File: config.mk
export PLATFORM = sky130hd
export DESIGN_NAME = sq_circ_queue
export DESIGN_NICKNAME = d
export VERILOG_FILES = /design/src/rtl/sq_pkg.sv /design/src/rtl/sq_fwd_byte_sel.sv /design/src/rtl/sq_circ_queue.sv
export SDC_FILE = /design/constraint.sdc
export NUM_CORES = 2
export LEC_CHECK = 0
export CAP_MARGIN = 20
export CELL_PAD_IN_SITES_DETAIL_PLACEMENT = 1
export CELL_PAD_IN_SITES_GLOBAL_PLACEMENT = 1
export CORE_MARGIN = 4
export CORE_UTILIZATION = 46
export DETAILED_ROUTE_END_ITERATION = 10
export PLACE_DENSITY_LB_ADDON = 0.1
export SYNTH_ARGS = -nofsm -noshare
export SYNTH_HDL_FRONTEND = slang
export SYNTH_SLANG_ARGS = --single-unit
File: constraint.sdc
create_clock -name clock -period 7.38 [get_ports clock]
set_input_delay 0.738 -clock clock [delete_from_list [all_inputs] [get_ports clock]]
set_output_delay 0.738 -clock clock [all_outputs]
set_load 0.03 [all_outputs]
File: src/rtl/sq_pkg.sv
// Shared types for the circular store queue: entry record, access size and
// the mask-to-size/offset decode used by the dcache drain port.
package sq_pkg;
  localparam int SQ_XLEN   = 32;
  localparam int SQ_PREG_W = 6;
  localparam logic [SQ_PREG_W-1:0] ZERO_PREG = '0;

  typedef enum logic [1:0] {
    MEM_BYTE = 2'd0,
    MEM_HALF = 2'd1,
    MEM_WORD = 2'd2
  } MEM_SIZE;

  typedef struct packed {
    logic                 valid;
    logic                 ready;
    logic [SQ_PREG_W-1:0] tag;
    logic [SQ_XLEN-3:0]   addr;
    logic [3:0]           mask;
    logic [SQ_XLEN-1:0]   data;
  } SQ_ENTRY;

  typedef struct packed {
    MEM_SIZE    size;
    logic [1:0] offset;
    logic       legal;
  } size_off_t;

  function automatic size_off_t mask_to_size_offset(input logic [3:0] mask);
    size_off_t r;
    r.size   = MEM_WORD;
    r.offset = 2'd0;
    r.legal  = 1'b1;
    case (mask)
      4'b0001: begin r.size = MEM_BYTE; r.offset = 2'd0; end
      4'b0010: begin r.size = MEM_BYTE; r.offset = 2'd1; end
      4'b0100: begin r.size = MEM_BYTE; r.offset = 2'd2; end
      4'b1000: begin r.size = MEM_BYTE; r.offset = 2'd3; end
      4'b0011: begin r.size = MEM_HALF; r.offset = 2'd0; end
      4'b0110: begin r.size = MEM_HALF; r.offset = 2'd1; end
      4'b1100: begin r.size = MEM_HALF; r.offset = 2'd2; end
      4'b1111: r.size = MEM_WORD;
      default: r.legal = 1'b0;
    endcase
    return r;
  endfunction
endpackage

File: src/rtl/sq_fwd_byte_sel.sv
// One forwarding byte lane: picks the youngest hit from a candidate vector
// rotated so that position 0 is the queue head (oldest).
module sq_fwd_byte_sel #(
  parameter int N = 8
) (
  input  logic [N-1:0]      hit,
  input  logic [N-1:0][7:0] lane,
  output logic              sel,
  output logic [7:0]        lane_out
);
  always_comb begin
    sel      = 1'b0;
    lane_out = '0;
    for (int p = 0; p < N; p++) begin
      if (hit[p]) begin
        sel      = 1'b1;
        lane_out = lane[p];
      end
    end
  end
endmodule

File: src/rtl/sq_circ_queue.sv
// Circular store queue with head/commit/tail pointers, dcache drain, flush and
// per-byte load forwarding. Define SQ_FWD_BYPASS_EN to forward same-cycle st_ex writes.
module sq_circ_queue
  import sq_pkg::*;
#(
  parameter int DEPTH      = 8,
  parameter int DISPATCH_W = 2,
  parameter int RETIRE_W   = 2,
  parameter int XLEN       = SQ_XLEN,
  parameter int PREG_W     = SQ_PREG_W
) (
  input  logic                                clock,
  input  logic                                reset_n,
  input  logic [DISPATCH_W-1:0]               disp_valid,
  input  logic [DISPATCH_W-1:0][PREG_W-1:0]   disp_tag,
  output logic [$clog2(DEPTH+1)-1:0]          free_slots,
  input  logic                                st_ex_valid,
  input  logic [PREG_W-1:0]                   st_ex_tag,
  input  logic [XLEN-3:0]                     st_ex_addr,
  input  logic [3:0]                          st_ex_mask,
  input  logic [XLEN-1:0]                     st_ex_data,
  input  logic                                ld_valid,
  input  logic [XLEN-3:0]                     ld_addr,
  input  logic [PREG_W-1:0]                   ld_older_tag,
  output logic [3:0]                          fwd_mask,
  output logic [XLEN-1:0]                     fwd_data,
  output logic                                fwd_stall,
  input  logic [$clog2(RETIRE_W+1)-1:0]       retire_cnt,
  input  logic                                flush,
  output logic                                dc_req_valid,
  input  logic                                dc_req_ready,
  output logic [XLEN-1:0]                     dc_req_addr,
  output logic [1:0]                          dc_req_size,
  output logic [XLEN-1:0]                     dc_req_data,
  output logic                                empty
);
  localparam int IDX_W = $clog2(DEPTH);
  localparam int PTR_W = IDX_W + 1;
  localparam int CNT_W = $clog2(DEPTH+1);
  localparam int NB    = XLEN / 8;

  SQ_ENTRY          ent [DEPTH];
  logic [PTR_W-1:0] head, commit, tail;
  logic [PTR_W-1:0] head_n, commit_n, tail_n, count, spec_cnt, spec_cnt_n, n_disp;
  logic [IDX_W-1:0] head_idx, commit_idx, tail_idx;
  logic [DEPTH-1:0] is_spec, flushed, ex_hit;
  logic             fire;
  SQ_ENTRY          h;
  size_off_t        so;

  assign head_idx   = head[IDX_W-1:0];
  assign commit_idx = commit[IDX_W-1:0];
  assign tail_idx   = tail[IDX_W-1:0];
  assign count      = tail - head;
  assign spec_cnt   = tail - commit;
  assign free_slots = CNT_W'(PTR_W'(DEPTH) - count);
  assign empty      = (head == tail);

  always_comb begin
    n_disp = '0;
    for (int k = 0; k < DISPATCH_W; k++) n_disp = n_disp + PTR_W'(disp_valid[k]);
  end

  assign fire       = dc_req_valid & dc_req_ready;
  assign commit_n   = commit + PTR_W'(retire_cnt);
  assign head_n     = head + PTR_W'(fire);
  assign tail_n     = flush ? commit_n : tail + n_disp;
  assign spec_cnt_n = tail - commit_n;

  // Region membership by distance from commit, before and after this cycle's retire.
  for (genvar i = 0; i < DEPTH; i++) begin : g_ent
    logic [IDX_W-1:0] off_c, off_n;
    assign off_c      = IDX_W'(i) - commit_idx;
    assign off_n      = IDX_W'(i) - commit_n[IDX_W-1:0];
    assign is_spec[i] = ({1'b0, off_c} < spec_cnt);
    assign flushed[i] = flush && ({1'b0, off_n} < spec_cnt_n);
    assign ex_hit[i]  = st_ex_valid && ent[i].valid && is_spec[i] && !flushed[i]
                        && (ent[i].tag == st_ex_tag);
  end

  always_ff @(posedge clock or negedge reset_n) begin
    if (!reset_n) begin
      head   <= '0;
      commit <= '0;
      tail   <= '0;
      for (int i = 0; i < DEPTH; i++) ent[i] <= '0;
    end else begin
      head   <= head_n;
      commit <= commit_n;
      tail   <= tail_n;
      for (int i = 0; i < DEPTH; i++) begin
        if (ex_hit[i]) begin
          ent[i].ready <= 1'b1;
          ent[i].addr  <= st_ex_addr;
          ent[i].mask  <= st_ex_mask;
          ent[i].data  <= st_ex_data;
        end
        if ((fire && head_idx == IDX_W'(i)) || flushed[i]) begin
          ent[i].valid <= 1'b0;
          ent[i].ready <= 1'b0;
        end
      end
      if (!flush) begin
        for (int k = 0; k < DISPATCH_W; k++) begin
          if (disp_valid[k]) begin
            ent[tail_idx + IDX_W'(k)].valid <= 1'b1;
            ent[tail_idx + IDX_W'(k)].ready <= 1'b0;
            ent[tail_idx + IDX_W'(k)].tag   <= disp_tag[k];
          end
        end
      end
    end
  end

  assign h            = ent[head_idx];
  assign so           = mask_to_size_offset(h.mask);
  assign dc_req_valid = (head != commit);
  assign dc_req_addr  = {h.addr, so.offset};
  assign dc_req_size  = so.size;
  assign dc_req_data  = h.data >> {so.offset, 3'b000};

  logic [DEPTH-1:0]           e_rdy;
  logic [XLEN-3:0]            e_addr [DEPTH];
  logic [3:0]                 e_mask [DEPTH];
  logic [XLEN-1:0]            e_data [DEPTH];
  logic [DEPTH-1:0]           tag_m, cand, rot_rdy, rot_match;
  logic [NB-1:0][DEPTH-1:0]   rot_hit;
  logic [NB-1:0][DEPTH-1:0][7:0] rot_byte;
  logic [NB-1:0]              fwd_sel;
  logic [NB-1:0][7:0]         fwd_lane;

  for (genvar i = 0; i < DEPTH; i++) begin : g_eff
`ifdef SQ_FWD_BYPASS_EN
    assign e_rdy[i]  = ent[i].ready | ex_hit[i];
    assign e_addr[i] = ex_hit[i] ? st_ex_addr : ent[i].addr;
    assign e_mask[i] = ex_hit[i] ? st_ex_mask : ent[i].mask;
    assign e_data[i] = ex_hit[i] ? st_ex_data : ent[i].data;
`else
    assign e_rdy[i]  = ent[i].ready;
    assign e_addr[i] = ent[i].addr;
    assign e_mask[i] = ent[i].mask;
    assign e_data[i] = ent[i].data;
`endif
  end

  // Position p is the p-th oldest live entry; candidates run up to the older-store tag.
  for (genvar p = 0; p < DEPTH; p++) begin : g_rot
    logic [IDX_W-1:0] pi;
    assign pi           = head_idx + IDX_W'(p);
    assign tag_m[p]     = (PTR_W'(p) < count) && ent[pi].valid && (ent[pi].tag == ld_older_tag);
    assign cand[p]      = ld_valid && (ld_older_tag != ZERO_PREG) && (|tag_m[DEPTH-1:p]);
    assign rot_rdy[p]   = e_rdy[pi];
    assign rot_match[p] = cand[p] && e_rdy[pi] && (e_addr[pi] == ld_addr);
    for (genvar j = 0; j < NB; j++) begin : g_lane
      assign rot_hit[j][p]  = rot_match[p] && e_mask[pi][j];
      assign rot_byte[j][p] = e_data[pi][8*j +: 8];
    end
  end

  sq_fwd_byte_sel #(.N(DEPTH)) u_sel [NB-1:0] (
    .hit      (rot_hit),
    .lane     (rot_byte),
    .sel      (fwd_sel),
    .lane_out (fwd_lane)
  );

  assign fwd_mask  = fwd_sel;
  assign fwd_data  = fwd_lane;
  assign fwd_stall = |(cand & ~rot_rdy);

  always_ff @(posedge clock) begin
    if (reset_n) begin
      assert ((disp_valid & (disp_valid + 1'b1)) == '0);
      assert (n_disp <= PTR_W'(free_slots));
      assert (PTR_W'(retire_cnt) <= spec_cnt);
      for (int r = 0; r < RETIRE_W; r++)
        if (r < int'(retire_cnt)) assert (ent[commit_idx + IDX_W'(r)].ready);
      if (dc_req_valid) assert (so.legal);
    end
  end
endmodule

==> flow_summary.toml <==
[outcome]
outcome = "finished, final reports clean"

[grt]
antenna_found_initial = 15
first_global_vias = 49350
grt_pass1_wl_um = 342800
grt_max_degree = 153
overflow = 0
grt_use_total_pct = 34.56

[cts]
numCtsBuffers = 78
numClockSinks = 604
clock_latency_ns = 0.71
clock-root-buffer = "clkbuf_16"
htree_levels = 3
clock_path_buffers = 3
clkSlewWorstSetupHoldPaths_ns = 0.06
cts_tree = "done"

[place]
gp_congestion = 0.9941
numPortBuffers = 238
dp_hpwl_um = 161300
dp.cells = 6809
placed_cell_area_um2 = 61990

[setup_path]
cp-startpoint = "head[1]"
crit_required_ns = 6.64
arrival_ns = 6.61
reg2reg_from = "commit[1]"
cp-end-kind = "primary output"
critPathKind = "reg2out"
critPathLaunchType = "flop"
cp_max_fo = 87

[layout]
fin_nets = 5443
final_cells = 6979
finalCoreUtilization_pct = 51.84
area_growth_pct = 11.99
fill_cells = 13030
drive_gt1_share_pct = 30.34
design_area_um2 = 65010

[synthesis]
synthTopCellsByArea = "dfrtp_1 (26%), mux4_2 (20%), mux2_2 (13%)"
syn_area_um2 = 58040
syn-num-nets = 5435
yosys_warnings = 0
synthArstFlopShare_pct = 100.0
avgSynthCellArea_um2 = 11.06
synth_edf_count = 0
ys.flop_type = "dfrtp_1"
synth.distinct_cells = 96
netlist_instances = 5250
synth.ff_latch_count = 604
synth_top_area_cell = "dfrtp_1"
synth_top_area_share_pct = 26.04
ys_seq_area_share_pct = 26.04

[timing]
final_hold_viol_count = 0
setup_viol = 0
fmax_ghz = 0.1360
setup_tns_ns = 0
period_needed_ns = 7.351
clock_skew_ns = 0.02542
timing.final.crit_share_pct = 99.61
maxSlewHeadroom_pct = 15.77
whs_ns = 0.05665
tightestPinTransition_ns = 1.263
rsz0062_at_grt = "no"
final-max-slew-violation-count = 0

[power]
power.leakage_nw = 27.30
vdd_ir_drop_max_mv = 0.6117
power.density_nw_per_um2 = 450.6

[min_path]
min_path_type = "in2async"

[detailed_routing]
routed_wl_um = 232300
drtIter0Drc = 5135
drc = 0
via_per_inst = 7.010
vias = 48920
drtAntennaViolNets = 0
avgRoutedWirePerCell_um = 33.29
dr.pass1.iters = 5

[flow_run]
cap_violations = 0

[die]
die_area_um2 = 131900
core_um2 = 125400
num_io_pins = 239
start_util_pct = 46.28
die_h_um = 363.2
die_width_um = 363.2
fp-row-count = 130
## cell families (layout without fill, tap and decap cells)
| kind of cell | count (synthesis) | in the layout | synth area share (%) |
|---|---|---|---|
| muxes | 1781 | 1781 | 44.00 |
| AOI/OAI and AO/OA | 862 | 862 | 9.905 |
| xor gates and xnor gates | 351 | 351 | 5.296 |
| and+or+nand+nor | 1001 | 1001 | 8.452 |
| buffers and inverters | 596 | 666 | 5.031 |
| adders and majority gates | 55 | 55 | 1.276 |
| DFF | 604 | 604 | 26.04 |
| other | 0 | 9 | 0 |
## metal layers
layer | GRT usage, % | vias up | part of all wire [%]
met5 | 0 | - | 0.018
met4 | 12.86 | 6 | 4.1
met3 | 6.513 | 457 | 8.0
met2 | 53.71 | 2232 | 46
met1 | 48.27 | 25870 | 42
li1 | - | 20360 | -
## stage by stage
step | power (W) | setup WS (ns)
finish | 0.02929 | 0.02864
detailed placement | 0.02462 | 0.5739
floorplan | 0.01874 | 0.007998
global route | 0.03068 | 0.005761
CTS | 0.02888 | 0.03438
global placement | 0.02423 | 0.6575
## cells in the mapped netlist (22+ instances only)
master	number
nand4_1	62
o22ai_1	115
inv_1	81
dfrtp_1	604
or3_1	23
a21oi_1	231
nor2_1	251
nor3_1	61
and2_1	33
buf_4	51
o21ai_0	113
buf_2	138
nand3_1	62
a221oi_1	47
and3_1	37
xor2_1	104
xnor2_1	247
nor2b_1	35
nand2_1	307
a31oi_1	34
o31ai_1	39
clkbuf_1	199
mux2i_1	579
mux4_2	522
nor4_1	29
o211ai_1	22
a211oi_1	49
buf_1	79
mux4_1	22
buf_6	27
ha_1	48
mux2_2	657
## final timing paths
path                                              end  slack, ns  depth (start not counted)
max in group asynchronous  asynchronous set/reset pin       5.69                          3
hold / removal             asynchronous set/reset pin       0.06                          1
hold reg to reg                                  flop       0.55                          1
setup reg to reg                                 flop       2.16                         11
min in group clock                               flop       0.55                          1
setup / recovery                          fwd_data[4]       0.03                         15
## placed cells by master, fill, tap and decap left out, types with 49 or more instances in the layout
cell type / Yosys / final
buf_4: 51 / 177
nand2_1: 307 / 305
xnor2_1: 247 / 246
a211oi_1: 49 / 49
xor2_1: 104 / 102
o21ai_0: 113 / 113
dfrtp_1: 604 / 601
nor3_1: 61 / 60
inv_1: 81 / 81
clkdlybuf4s50_1: 0 / 200
o22ai_1: 115 / 115
mux2i_1: 579 / 578
a21oi_1: 231 / 229
nor2_1: 251 / 249
nand3_1: 62 / 61
clkbuf_16: 0 / 80
mux4_2: 522 / 522
nand4_1: 62 / 62
mux2_2: 657 / 657
## critical path: stages (launching register included)
cell and delay (ns):
dfrtp_4 0.49, buf_12 0.46, nand2b_1 0.54, buf_4 0.33, o22ai_1 0.13, or4_1 0.68, a2111oi_1 0.48, buf_4 0.21
nand4_1 0.15, nor4_4 0.24, buf_4 0.27, and3_1 0.56, o21ai_0 0.36, o211a_1 0.31, a31oi_1 0.42, buf_12 0.18
## layout make-up
cell class                      count  area (µm²)  area share, %
Multi-Input combinational cell   4050       40290          61.98
Inverter                           89       340.3         0.5235
Tap cell                         1650        2064          3.176
Antenna cell                        9       22.52        0.03465
Timing Repair Buffer              435        4481          6.893
Clock inverter                     32       447.9         0.6891
Clock buffer                      110        2232          3.434
Sequential cell                   604       15130          23.27
## report_power, final
part	switching (W)	internal [W]	total, W
Sequential	0.00142	0.00399	0.00540
Combinational	0.0116	0.00820	0.0198
Clock	0.00170	0.00234	0.00404
Total	0.0148	0.0145	0.0293
## repair_timing
action	4_1_cts	5_1_grt
hold buffers	0	0
resized for setup	2	13
setup buffers	6	8
cloned	0	2
pin swaps	2	0
setup endpoints to repair	22	33
(Power assumes the default switching activity.)
